### src/rtl/product_bcd_display_if.sv
// Product-to-display bundle: 8-bit product and load strobe in, BCD result, status and display drive out.
// The master modport is the producer side (multiplier or bench); the slave modport is the converter.
interface product_bcd_display_if;
    logic [7:0]  P;
    logic        load;
    logic        busy;
    logic        done;
    logic [11:0] bcd;
    logic [2:0]  an;
    logic [6:0]  seg;

    modport master (output P, output load, input busy, input done, input bcd, input an, input seg);
    modport slave  (input P, input load, output busy, output done, output bcd, output an, output seg);
endinterface

### src/rtl/product_bcd_display.sv
// Binary product to 3-digit BCD (double-dabble, 8 cycles load-to-done), then a muxed 7-seg display with leading-zero blanking.
// Loads arriving mid-conversion are dropped; a load in the DONE cycle starts the next conversion back-to-back.
module product_bcd_display #(
    parameter int REFRESH_DIV = 50000
) (
    input  logic                 clk,
    input  logic                 rst,
    product_bcd_display_if.slave bus
);
    localparam int CW = $clog2(REFRESH_DIV);

    typedef enum logic [1:0] {S_IDLE, S_CONV, S_DONE} state_t;

    state_t          r_state;
    state_t          w_next;
    logic [7:0]      r_bin;
    logic [11:0]     r_scr;
    logic [2:0]      r_step;
    logic [11:0]     r_bcd;
    logic [CW-1:0]   r_ref;
    logic [1:0]      r_sel;

    logic            w_accept;
    logic [11:0]     w_adj;
    logic [11:0]     w_scr_next;
    logic            w_busy;
    logic            w_done;
    logic [3:0]      w_digit;
    logic            w_blank;
    logic [2:0]      w_an;

    assign w_accept = bus.load && (r_state != S_CONV);

    // Add-3 correction on every nibble before the shift.
    always_comb begin
        w_adj = r_scr;
        for (int i = 0; i < 3; i++) begin
            if (r_scr[i*4 +: 4] >= 4'd5)
                w_adj[i*4 +: 4] = r_scr[i*4 +: 4] + 4'd3;
        end
        w_scr_next = {w_adj[10:0], r_bin[7]};
    end

    always_ff @(posedge clk or posedge rst) begin
        if (rst) r_state <= S_IDLE;
        else     r_state <= w_next;
    end

    always_comb begin
        w_next = r_state;
        case (r_state)
            S_IDLE:  if (bus.load) w_next = S_CONV;
            S_CONV:  if (r_step == 3'd7) w_next = S_DONE;
            S_DONE:  w_next = bus.load ? S_CONV : S_IDLE;
            default: w_next = S_IDLE;
        endcase
    end

    always_comb begin
        w_busy = (r_state == S_CONV);
        w_done = (r_state == S_DONE);
    end

    always_ff @(posedge clk or posedge rst) begin
        if (rst) begin
            r_bin  <= 8'd0;
            r_scr  <= 12'd0;
            r_step <= 3'd0;
            r_bcd  <= 12'd0;
        end else if (w_accept) begin
            r_bin  <= bus.P;
            r_scr  <= 12'd0;
            r_step <= 3'd0;
        end else if (r_state == S_CONV) begin
            r_bin  <= {r_bin[6:0], 1'b0};
            r_scr  <= w_scr_next;
            r_step <= r_step + 3'd1;
            if (r_step == 3'd7)
                r_bcd <= w_scr_next;
        end
    end

    // Free-running digit mux, independent of the converter.
    always_ff @(posedge clk or posedge rst) begin
        if (rst) begin
            r_ref <= '0;
            r_sel <= 2'd0;
        end else if (r_ref == CW'(REFRESH_DIV - 1)) begin
            r_ref <= '0;
            r_sel <= (r_sel == 2'd2) ? 2'd0 : r_sel + 2'd1;
        end else begin
            r_ref <= r_ref + 1'b1;
        end
    end

    function automatic logic [6:0] f_seg(input logic [3:0] d);
        case (d)
            4'd0:    f_seg = 7'b1000000;
            4'd1:    f_seg = 7'b1111001;
            4'd2:    f_seg = 7'b0100100;
            4'd3:    f_seg = 7'b0110000;
            4'd4:    f_seg = 7'b0011001;
            4'd5:    f_seg = 7'b0010010;
            4'd6:    f_seg = 7'b0000010;
            4'd7:    f_seg = 7'b1111000;
            4'd8:    f_seg = 7'b0000000;
            4'd9:    f_seg = 7'b0010000;
            default: f_seg = 7'b1111111;
        endcase
    endfunction

    always_comb begin
        w_digit = r_bcd[3:0];
        w_blank = 1'b0;
        w_an    = 3'b110;
        case (r_sel)
            2'd1: begin
                w_digit = r_bcd[7:4];
                w_blank = (r_bcd[11:4] == 8'd0);
                w_an    = 3'b101;
            end
            2'd2: begin
                w_digit = r_bcd[11:8];
                w_blank = (r_bcd[11:8] == 4'd0);
                w_an    = 3'b011;
            end
            default: ;
        endcase
    end

    assign bus.busy = w_busy;
    assign bus.done = w_done;
    assign bus.bcd  = r_bcd;
    assign bus.an   = w_an;
    assign bus.seg  = w_blank ? 7'b1111111 : f_seg(w_digit);
endmodule

### src/flat_wrapper.sv
// flat-port wrapper written by rule: the top's interface ports become plain ports
module product_bcd_display_flat 
#(
    parameter int REFRESH_DIV = 50000
)
  (clk, rst, bus_P, bus_load, bus_busy, bus_done, bus_bcd, bus_an, bus_seg);
  product_bcd_display_if bus_i ();
  input  logic clk;
  input  logic rst;
  input wire logic [$bits(bus_i.P)-1:0] bus_P;
  input wire logic [$bits(bus_i.load)-1:0] bus_load;
  output wire logic [$bits(bus_i.busy)-1:0] bus_busy;
  output wire logic [$bits(bus_i.done)-1:0] bus_done;
  output wire logic [$bits(bus_i.bcd)-1:0] bus_bcd;
  output wire logic [$bits(bus_i.an)-1:0] bus_an;
  output wire logic [$bits(bus_i.seg)-1:0] bus_seg;
  assign bus_i.P = bus_P;
  assign bus_i.load = bus_load;
  assign bus_busy = bus_i.busy;
  assign bus_done = bus_i.done;
  assign bus_bcd = bus_i.bcd;
  assign bus_an = bus_i.an;
  assign bus_seg = bus_i.seg;
  product_bcd_display #(.REFRESH_DIV(REFRESH_DIV)) u_core (.clk(clk), .rst(rst), .bus(bus_i));
endmodule
### config.mk
export PLATFORM = sky130hd
export DESIGN_NAME = product_bcd_display_flat
export DESIGN_NICKNAME = d
export VERILOG_FILES = /design/src/rtl/product_bcd_display_if.sv /design/src/rtl/product_bcd_display.sv /design/src/flat_wrapper.sv
export SDC_FILE = /design/constraint.sdc
export NUM_CORES = 1
export LEC_CHECK = 0
export ABC_AREA = 1
export BUFFER_PORTS_ARGS = -buffer_cell sky130_fd_sc_hd__buf_4
export CAP_MARGIN = 10
export CORE_UTILIZATION = 30
export DETAILED_ROUTE_END_ITERATION = 10
export SKIP_LAST_GASP = 1
export SLEW_MARGIN = 0
export SYNTH_ARGS = -nofsm -noshare
export SYNTH_HDL_FRONTEND = slang
export SYNTH_SLANG_ARGS = --single-unit
### constraint.sdc
create_clock -name clk -period 2.3 [get_ports clk]
set_clock_uncertainty 0.05 [all_clocks]
set_input_delay 0.345 -clock clk [delete_from_list [all_inputs] [get_ports clk]]
set_output_delay 0.345 -clock clk [all_outputs]
set_load 0.01 [all_outputs]
; ---- Yosys cells after proc, flatten, opt, wreduce, memory -nomap -nowiden
; Memories as Yosys holds them, arrays and structs flattened.
; Cells that the tools add are included.
[op_classes]
mux = 19
bitwise_logic = 1
n_eq_ne = 9
n_lt_le_gt_ge = 3
n_addsub = 6
reduce_logical = 7
[op_table]
columns = operator, n
row1 = $mux 12, 2
row2 = $add 16x1->16 const B, 1
row3 = $eq 16x16->1 const B, 1
row4 = $mux 16, 1
row5 = $mux 8, 2
row6 = $ge 4x3->1 const B, 3
row7 = $mux 3, 3
row8 = $add 4x2->4 const B, 2
row9 = $logic_not 8->1, 1
row10 = $mux 4, 2
row11 = $pmux 4 s2, 1
row12 = $mux 7, 1
row13 = $mux 2, 3
row14 = $pmux 2 s3, 1
row15 = $pmux 3 s2, 1
row16 = $eq 2x1->1 const B, 2
row17 = $eq 2x2->1 const B, 2
row18 = $logic_not 4->1, 1
row19 = $ne 2x1->1 const B, 2
row20 = $add 3x1->3 const B, 1
row21 = $add 3x2->3 const B, 1
row22 = $eq 3x3->1 const B, 1
row23 = $reduce_and 3->1, 1
row24 = $add 2x1->2 const B, 1
row25 = 8 further kinds, 8
[word_totals]
elab_cells = 53
regBits = 55
rom_bits = 112
input_bits = 11
n_memories = 1
[memory_table]
columns = name, words, width, read_ports, rd_clocked_by_memory_dff, write_ports, line
row1 = (no name shown), 16, 7, 1, 0, 0, product_bcd_display.sv:97  ; case (d)

; ---- Logic depth before layout (Yosys ltp)
; Gate-level depths: netlist of the first run.
[logic_depth]
word_depth = 4
ltp_mapped = 12
mapped_depth_nobuf = 11

; ---- Least setup slack after synthesis of the first run
; Ideal clock, no wire load.
[synth_path]
path_kind = flip-flop to output port
from = register u_core.r_sel[0]
to = output port bus_seg[1]
t_arrival_ns = 1.821
path_stages_with_launch = 8
path_slack_ns = 0.084
path_cell_list = dfrtp_1 > inv_1 > ha_1 > buf_6 > or2_2 > nand2_1 > ha_1 > o211ai_1
[synth_between]
elab_chain_cells = 4
word_cells_on_any_way = 6
classes_between = eq/ne (2) / mux (3) / memory (1)
[synth_lines]
columns = element, line
row1 = "start, declared", product_bcd_display.sv:21  ; logic [1:0] r_sel;
row2 = "start signal, assigned", product_bcd_display.sv:90  ; r_sel <= (r_sel == 2'd2) ? 2'd0 : r_sel + 2'd1;
row3 = $eq 2x2->1 / $eq 2x1->1 (equally long branches), product_bcd_display.sv:116  ; case (r_sel)
row4 = $pmux 4 s2, product_bcd_display.sv:116
row5 = $mem_v2 16x7, -
row6 = $mux 7 *, product_bcd_display.sv:135  ; assign bus.seg = w_blank ? 7'b1111111 : f_seg(w_digit);
row7 = "end, declared", flat_wrapper.sv:16  ; output wire logic [$bits(bus_i.seg)-1:0] bus_seg;
; Mark *: on every way between the ends. The rest lies on a longest branch, timed or not.

; ---- Worst setup path in the final report of the first run
[layout_path]
from = register u_core.r_sel[1]
to = output port bus_seg[5]
; Same word-level chain as after synthesis.

==> results of run 1 <==
==> path summary, 6_finish.rpt <==
kind | endpoint | slack [ps] | cells after the start
hold reg to reg | u_core.r_ref[0] | 420 | 1
hold / removal | u_core.r_step[2] | 10 | 2
setup reg to reg | u_core.bus.bcd[7] | 640 | 5
max in group asynchronous | u_core.r_ref[13] | 1540 | 3
min in group clk | u_core.r_bin[0] | 180 | 3
setup / recovery | bus_seg[5] | -70 | 11
==> logic make-up (layout without fill, tap and decap cells) <==
logic type	after synthesis	after routing
compound gates	49	49
xor+xnor	6	6
flops	55	55
buf+inv	67	121
fa+ha+maj	16	16
simple gates	206	206
==> cells in the mapped netlist (all sizes together) <==
master	n	area (um^2)
a21oi	1	5.00
buf	5	31.3
nor2	35	144
clkinv	2	13.8
o21bai	3	22.5
xor2	6	52.6
ha	16	200
o221ai	4	35.0
o211ai	4	30.0
nand4	6	37.5
clkbuf	1	3.75
nand2	127	507
a22o	2	17.5
dfrtp	55	1380
nor3	5	25.0
or2	2	15.0
inv	59	221
nand3	31	160
o21ai	27	139
o22ai	8	50.1
==> worst max-delay path: cells and delay by family, from the launching register on <==
kind | cells | cell delay [ps]
simple gates | 6 | 610
buf+inv | 4 | 420
fa+ha+maj | 1 | 230
flops | 1 | 410
==> layout by cell type, fill, tap and decap left out, types with 3 or more instances in the layout <==
master / count
o21bai_1: 3
o21ai_0: 25
inv_1: 50
clkbuf_8: 5
xor2_1: 6
inv_2: 8
buf_6: 7
ha_1: 11
nand2_2: 11
buf_4: 45
nand2_1: 113
o22ai_1: 8
nand4_1: 6
nand3_2: 3
nand3_1: 28
dfrtp_1: 55
nor2_1: 32
ha_4: 4
nor3_1: 5
o221ai_1: 4
nand2_4: 3
o211ai_1: 4
==> layer usage <==
metal / vias to the layer above / global-route usage (%)
met1: 1291 / 19.8
li1: 1386 / -
met5: - / 0
met3: 7 / 2.76
met4: 0 / 2.71
met2: 40 / 25.2
==> stage by stage <==
step,setup slack [ps],std cells
final,-73.8,586
after global routing,-193,586
after CTS,-62.1,584
after detailed placement,-41.6,569
after global placement,63.5,569
after floorplan,84.4,399
==> where the power goes <==
part	total, mW	switching, mW	leakage (nW)	internal (mW)
combinational	2.09	1.15	1.17	0.942
sequential	1.51	0.250	0.704	1.26
clock	0.662	0.333	0.0548	0.328
total	4.27	1.73	1.93	2.53
==> sequential cells by signal, indices dropped and copies added, names as in the netlist <==
| signal | count |
|---|---|
| u_core.r_step | 3 |
| u_core.bus.bcd | 12 |
| u_core.r_bin | 8 |
| u_core.r_sel | 2 |
| u_core.r_state | 2 |
| u_core.r_ref | 16 |
| u_core.r_scr | 12 |
==> cell type report <==
| class | count | area share [%] |
|---|---|---|
| tap | 133 | 4.33 |
| multi-input combinational | 277 | 39.8 |
| clock inverter | 3 | 1.20 |
| clock buffer | 5 | 1.79 |
| timing repair buffer | 52 | 10.8 |
| inverter | 61 | 6.28 |
| sequential | 55 | 35.8 |
==> repair_timing <==
item,CTS,global route
resized for setup,29,6
pin swaps,7,5
setup buffers,7,2
endpoints found under the setup margin,7,7
==> flow_metrics.tcl, run 1 <==
set metrics [dict create \
    fin_util_pct 39.0 \
    ys_warn_count 0 \
    synth-simple-area-share_pct 28.8 \
    drive_gt1_share_pct 22.1 \
    cts_tree "yes" \
    portBuffers 34 \
    yosysSeqAreaShare_pct 44.6 \
    multi_input_area_um2 1530 \
    end_kind "primary output" \
    grt_pass1_vias 2723 \
    clkTransAtPathRegs_ps 100 \
    synth_xor_area_share_pct 1.70 \
    seq_area_um2 1380 \
    drt_iter0_markers 159 \
    antenna-diode-count 0 \
    fin_tns_setup_ps -389 \
    hold_viol 0 \
    gr-total-overflow 0 \
    r2r_start "u_core.r_step[0]" \
    setup_slack_ps -73.8 \
    grt_pass1_wl_um 12400 \
    violations "negative setup slack" \
    routed_via_density 4.65 \
    cts-root-buf "clkbuf_8" \
    fmax_mhz 421 \
    num_io_pins 35 \
    synth.net_count 426 \
    ctsHtreeMaxLevel 2 \
    crit_slowest_cell "dfrtp_1" \
    die_h_um 103 \
    crit_arrival_ps 1980 \
    initial_core_util_pct 31.3 \
    rsz0062_at_grt "yes" \
    grt_max_degree 27 \
    path_class "reg -> out" \
    worst_path_most_repeated_cell "nand2_2" \
    dp_hpwl_um 5200 \
    status "finished with violations" \
    ant_nets 0 \
    fin_crit_sh_pct 103 \
    dr.max_layer_used "met4" \
    finalWirelength_um 6920 \
    routedWlPerCell_um 11.8 \
    cts_sinks 55 \
    drc_errors 0 \
    cp_max_fo 7 \
    avgSynthCellArea_um2 7.74 \
    fp-row-count 36 \
    areaGrowthSynthToFinish_pct 24.6 \
    synth_cell_types 30 \
    place_area_um2 3540 \
    num_vias 2724 \
    required_ps 1900 \
    wl_met3_um 200 \
    dieArea_um2 10700 \
    grtUsageTotal_pct 14.8 \
    place_congestion 0.831 \
    netlist_area_um2 3090 \
    fin_area_um2 3840 \
    worst_slew_pin_slew_ps 531 \
    drv_cap 0 \
    holdWs_ps 12.7 \
    drv_slew 0 \
    grt_antenna_before_repair 0 \
    ir_drop_uv 487 \
    powerDensity_nw_per_um2 1110 \
    fill_cells 998 \
    p_total_mw 4.27 \
    synth-seq-cells 55 \
    wl_met2_um 3370 \
    startpoint_type "flip-flop" \
    cts_buffer_depth 2 \
    clk_latency_ps 310 \
    relSlewSlack_pct 64.5 \
    synth_top_family_by_area "simple AND/OR/NAND/NOR gates" \
    core_area_um2 9860 \
    hold_buffers 0 \
    routedLengthMet1_um 3310 \
    critPathLaunch "u_core.r_sel[1]" \
    synthCells 399 \
    max_stage_delay_ps 410 \
    finalSetupViolations 7 \
    die_w_um 103 \
    nNetsFinal 479 \
    holdCritPathClass "in -> async" \
    synth-compound-area-share_pct 9.69 \
    synth_fa_ha_area_share_pct 6.49 \
    period_needed_ps 2370 \
    crit_chain "inv_2 -> ha_4 -> buf_6 -> or2_4 -> nand2_4 -> nand2_2 -> nand2_2 -> nand2_2 -> clkinv_4 -> nand2_2 -> buf_6" \
    dr.pass1.iters 4 \
    cts_made_buffers 5 \
    p_leak_nw 1.93 \
    muxShareOfSynthArea_pct 0 \
]
Power figures use the tool's default switching activity.
==> run 2: changes to the inputs <==
--- a/config.mk
+++ b/config.mk
@@ -8,7 +8,7 @@
 export ABC_AREA = 1
 export BUFFER_PORTS_ARGS = -buffer_cell sky130_fd_sc_hd__buf_4
 export CAP_MARGIN = 10
-export CORE_UTILIZATION = 30
+export CORE_UTILIZATION = 40
 export DETAILED_ROUTE_END_ITERATION = 10
 export SKIP_LAST_GASP = 1
 export SLEW_MARGIN = 0
==> run 2 against run 1 <==
  * The flow still finishes with violations (negative setup slack)
  * Clock power rose by 2%
  * Die area is 25% lower
  * Final cell count shrank 6.3%
  * Setup slack gained 6.0 ps
  * Critical path depth did not move
  * Design area fell by 1.4%
  * Routed wire length grew 0.71%
  * Highest routed layer unchanged
==> flow_metrics.tcl, run 2 (synthesized netlist as in run 1, its figures left out) <==
set metrics [dict create \
    most-common-layout-cells "114 x nand2_1, 55 x dfrtp_1, 51 x inv_1, 42 x buf_4, 32 x nor2_1" \
    end_kind "primary output" \
    crit_chain "inv_2 -> ha_4 -> buf_6 -> or2_4 -> nand2_4 -> nand2_2 -> nand2_2 -> nand2_2 -> clkinv_4 -> nand2_1 -> buf_4" \
    holdCritPathClass "in -> async" \
    required_ps 1900 \
    die_w_um 89.8 \
    pwr-share-seq_pct 35.8 \
    hold_viol 0 \
    powerDensity_nw_per_um2 1110 \
    placed_cells 534 \
    wl_met2_um 3440 \
    startpoint_type "flip-flop" \
    worst_slew_pin_slew_ps 510 \
    intPower_mw 2.49 \
    drt_iter0_markers 114 \
    dp_hpwl_um 5050 \
    pwr-share-clk_pct 16.1 \
    initial_core_util_pct 41.9 \
    antenna-diode-count 0 \
    cts_made_buffers 5 \
    grt_pass1_wl_um 12200 \
    cts-root-buf "clkbuf_8" \
    path_class "reg -> out" \
    drv_slew 0 \
    largest_register_ffs 16 \
    num_vias 2697 \
    grt_max_degree 34 \
    fin_crit_sh_pct 103 \
    switchingPower_mw 1.71 \
    fill_cells 702 \
    cts_buffer_depth 2 \
    routedWlPerCell_um 12.7 \
    grt_pass1_vias 2676 \
    critical_path_buf_inv_count 4 \
    wl_met3_um 173 \
    worst_path_most_repeated_cell "nand2_2" \
    p_leak_nw 1.93 \
    p_sw_share_pct 40.8 \
    cp_max_fo 7 \
    dieArea_um2 8070 \
    drv_cap 0 \
    place_congestion 0.820 \
    clk_latency_ps 310 \
    cts_tree "yes" \
    clkTransAtPathRegs_ps 110 \
    combinationalPowerShare_pct 48.1 \
    seq_area_um2 1380 \
    drive_gt1_share_pct 20.7 \
    fmax_mhz 422 \
    dr.pass1.iters 4 \
    multi_input_area_um2 1520 \
    finalWirelength_um 6970 \
    routedLengthMet1_um 3280 \
    nNetsFinal 476 \
    violations "negative setup slack" \
    dr.max_layer_used "met4" \
    rsz0062_at_grt "yes" \
    ir_drop_uv 647 \
    die_h_um 89.8 \
    preCtsSetupSlack_ps 68.2 \
    routed_via_density 4.91 \
    final_cell_count_no_fill 549 \
    period_needed_ps 2370 \
    core_area_um2 7370 \
    finalSetupViolations 6 \
    areaGrowthSynthToFinish_pct 22.8 \
    grtUsageTotal_pct 18.3 \
    fp-row-count 31 \
    setup_slack_ps -67.8 \
    ant_nets 0 \
    drc_errors 0 \
    status "finished with violations" \
    num_io_pins 35 \
    crit_slowest_cell "dfrtp_1" \
    cts_sinks 55 \
    max_stage_delay_ps 400 \
    layout_commonest_cell "nand2_1" \
    grt_antenna_before_repair 0 \
    relSlewSlack_pct 65.9 \
    largest-register "u_core.r_ref" \
    ctsHtreeMaxLevel 2 \
    gr-total-overflow 0 \
    critPathTopFamily "simple AND/OR/NAND/NOR gates" \
    crit_arrival_ps 1970 \
    portBuffers 34 \
]
run 2: cell types whose count changed in the layout (fill, tap and decap cells not counted), sizes merged:
cell,before,now
buf,52,49
clkinvlp,1,0
inv,60,61
run 2: final timing paths:
path / start / end / slack [ps] / cells past startpoint
max: u_core.r_sel[1] / bus_seg[3] / -70 / 11
min: rst / u_core.r_bin[5] / 7 / 2
max reg2reg: u_core.r_step[0] / u_core.bus.bcd[1] / 610 / 6
min reg2reg: u_core.r_ref[0] / u_core.r_ref[0] / 420 / 1
max in group asynchronous: rst / u_core.r_ref[10] / 1640 / 3
min in group clk: bus_P[2] / u_core.r_bin[2] / 180 / 3
run 2: final cells by class:
type	count	area share, %
Clock inverter	3	1.32
Multi-Input combinational cell	277	40.1
Timing Repair Buffer	49	10.9
Sequential cell	55	36.3
Tap cell	99	3.27
Inverter	61	6.31
Clock buffer	5	1.82
run 2: timing repair:
action | 4_1_cts | 5_1_grt
endpoints found under the hold margin | 0 | 0
gates resized for setup | 23 | 2
pin swaps | 8 | 2
hold buffers | 0 | 0
buffers inserted | 7 | 0
endpoints found under the setup margin | 7 | 7
run 2: per-layer routing:
layer  track usage [%]  vias to the layer above
li1                  -                     1375
met3              2.88                        8
met5                 0                        -
met1              22.7                     1272
met2              32.8                       42
met4              5.46                        0
run 2: power groups by stage:
| stage | logic [mW] | clock network, mW | registers (mW) |
|---|---|---|---|
| floorplan | 1.20 | 0 | 1.50 |
| global placement | 1.88 | 0 | 1.52 |
| detailed placement | 1.91 | 0 | 1.52 |
| CTS | 2.02 | 0.704 | 1.51 |
| global route | 2.29 | 0.739 | 1.54 |
| finish | 2.02 | 0.676 | 1.50 |
run 2: per-stage QoR:
stage,setup TNS (ps),power (mW),hold slack (ps),instance area (um^2),utilization [%]
floorplan,0,2.70,378,3090,-
global placement,0,3.39,370,3500,47.5
detailed placement,0,3.43,371,3500,47.5
CTS,-244,4.23,27.7,3780,51.3
global route,-1090,4.57,56.5,3790,51.4
finish,-325,4.20,6.65,3790,51.4
==> run 3: changes to the inputs <==
--- a/config.mk
+++ b/config.mk
@@ -10,6 +10,7 @@
 export CAP_MARGIN = 10
 export CORE_UTILIZATION = 40
 export DETAILED_ROUTE_END_ITERATION = 10
+export PLACE_DENSITY = 0.64
 export SKIP_LAST_GASP = 1
 export SLEW_MARGIN = 0
 export SYNTH_ARGS = -nofsm -noshare
==> constraint.sdc (replaced) <==
create_clock -name clk -period 2.3 [get_ports clk]
set_clock_uncertainty 0.05 [all_clocks]
set_input_delay 0.345 -clock clk [delete_from_list [all_inputs] [get_ports clk]]
set_output_delay 0.345 -clock clk [all_outputs]
set_load 0.005 [all_outputs]
==> run 3 against run 2 <==
  * The run still ends with negative setup slack left
  * Sequential cell count is the same
  * Via count grew 0.22%
  * Die area is the same
  * Maximum frequency grew 0.81%
  * Final cell count grew 0.18%
  * Core utilization grew 0.31 points
  * First-iteration DRC count grew 67%
  * Worst hold slack gained 180 ps
  * Global-route usage shrank 0.63 points
  * Non-clock buffer count grew 2
==> flow_metrics.tcl, run 3 (synthesized netlist as in run 1, its figures left out) <==
set metrics [dict create \
    hold_viol 0 \
    p_leak_nw 1.93 \
    wl_met2_um 3410 \
    setup_slack_ps -48.7 \
    holdCritPathClass "in -> reg" \
    initial_core_util_pct 41.9 \
    num_io_pins 35 \
    dieArea_um2 8070 \
    drv_slew 0 \
    drt_iter0_markers 190 \
    largest_register_ffs 16 \
    status "finished with violations" \
    place_congestion 0.898 \
    grtUsageTotal_pct 17.7 \
    die_w_um 89.8 \
    core_area_um2 7370 \
    violations "negative setup slack" \
    startpoint_type "flip-flop" \
    final_cell_count_no_fill 550 \
    drive_gt1_share_pct 21.3 \
    fin_crit_sh_pct 102 \
    fin_util_pct 51.7 \
    cts-root-buf "clkbuf_8" \
    path_class "reg -> out" \
    portBuffers 34 \
    cp_max_fo 8 \
    clk_latency_ps 300 \
    clkTransAtPathRegs_ps 90 \
    drc_errors 0 \
    dr.pass1.iters 4 \
    end_kind "primary output" \
    die_h_um 89.8 \
    crit_chain "inv_2 -> ha_4 -> buf_6 -> or2_4 -> nand2_8 -> nand2_2 -> nand2_2 -> nand2_2 -> clkinv_4 -> nand2_1 -> buf_4" \
    fp-row-count 31 \
    wl_met3_um 279 \
    reg2reg_slack_ps 610 \
    finalSetupViolations 7 \
    grt_max_degree 49 \
    required_ps 1900 \
    layout_commonest_cell "nand2_1" \
    ctsHtreeMaxLevel 2 \
    gr-total-overflow 0 \
    place_area_um2 3490 \
    worst_slew_pin_slew_ps 464 \
    cts_buffer_depth 2 \
    cts_sinks 55 \
    powerDensity_nw_per_um2 1070 \
    fin_area_um2 3810 \
    cts_made_buffers 5 \
    largest-register "u_core.r_ref" \
    ir_drop_uv 583 \
    grt_pass1_wl_um 11800 \
    cts_tree "yes" \
    crit_arrival_ps 1950 \
    dp_hpwl_um 4950 \
    crit_slowest_cell "dfrtp_1" \
    dr.max_layer_used "met4" \
    max_stage_delay_ps 400 \
    period_needed_ps 2350 \
    most-common-layout-cells "115 x nand2_1, 55 x dfrtp_1, 50 x inv_1, 44 x buf_4, 32 x nor2_1" \
    rsz0062_at_grt "yes" \
    placed_cells 532 \
    areaGrowthSynthToFinish_pct 23.5 \
    num_vias 2703 \
    finalWirelength_um 6870 \
    nNetsFinal 478 \
    antenna-diode-count 0 \
    ant_nets 0 \
    routedWlPerCell_um 12.5 \
    grt_antenna_before_repair 0 \
    routed_via_density 4.91 \
    holdWs_ps 186 \
    drv_cap 0 \
    worst_path_most_repeated_cell "nand2_2" \
    grt_pass1_vias 2689 \
    routedLengthMet1_um 3090 \
    relSlewSlack_pct 69.0 \
    fmax_mhz 426 \
]
[run 3: path summary, 6_finish.rpt]
path                                     end  cells after the start         startpoint
setup / recovery                  bus_seg[3]                     11    u_core.r_sel[0]
hold / removal               u_core.r_bin[2]                      3           bus_P[2]
setup reg to reg             u_core.r_bin[1]                      6  u_core.r_state[0]
hold reg to reg              u_core.r_ref[0]                      1    u_core.r_ref[0]
max in group asynchronous  u_core.bus.bcd[5]                      4                rst
min in group asynchronous   u_core.r_ref[11]                      3                rst
[run 3: cell type report]
class | instances | area [um^2]
flip-flops and latches | 55 | 1380
clock buffers | 6 | 72.6
fillers | 712 | 3560
inverters | 61 | 239
clock inverters | 1 | 30.0
well taps | 99 | 124
multi-input cells | 277 | 1550
repair buffers | 51 | 417
[run 3: critical path: cells and delay by family, from the launching register on]
family | cells | cell delay (ps)
DFF | 1 | 400
adders and majority gates | 1 | 240
and+or+nand+nor | 6 | 590
buffers and inverters | 4 | 420
[run 3: power by group]
part | leakage [nW] | total (mW) | switching (mW) | internal (mW)
combinational | 1.18 | 1.94 | 1.05 | 0.887
clock | 0.0513 | 0.616 | 0.296 | 0.320
sequential | 0.704 | 1.51 | 0.252 | 1.26
[run 3: metal layers]
metal  GRT usage (%)  vias to the layer above
met3            4.23                       10
li1                -                     1376
met1            21.6                     1253
met5               0                        -
met2            31.0                       64
met4            5.05                        0
[run 3: metrics by stage]
stage / setup TNS [ps] / worst slack, ps / power [mW]
2_1_floorplan: 0 / 177 / 2.61
3_3_place_gp: 0 / 101 / 3.27
3_5_place_dp: 0 / 42.5 / 3.31
4_1_cts: -154 / -29.8 / 4.00
5_1_grt: -979 / -154 / 4.44
6_report: -275 / -48.7 / 4.07
[run 3: timing repair]
| item | 4_1_cts | 5_1_grt |
|---|---|---|
| resized for setup | 17 | 14 |
| pin swaps | 5 | 10 |
| endpoints found under the setup margin | 7 | 7 |
| hold buffers | 1 | 0 |
| setup buffers | 7 | 3 |
| endpoints found under the hold margin | 7 | 0 |
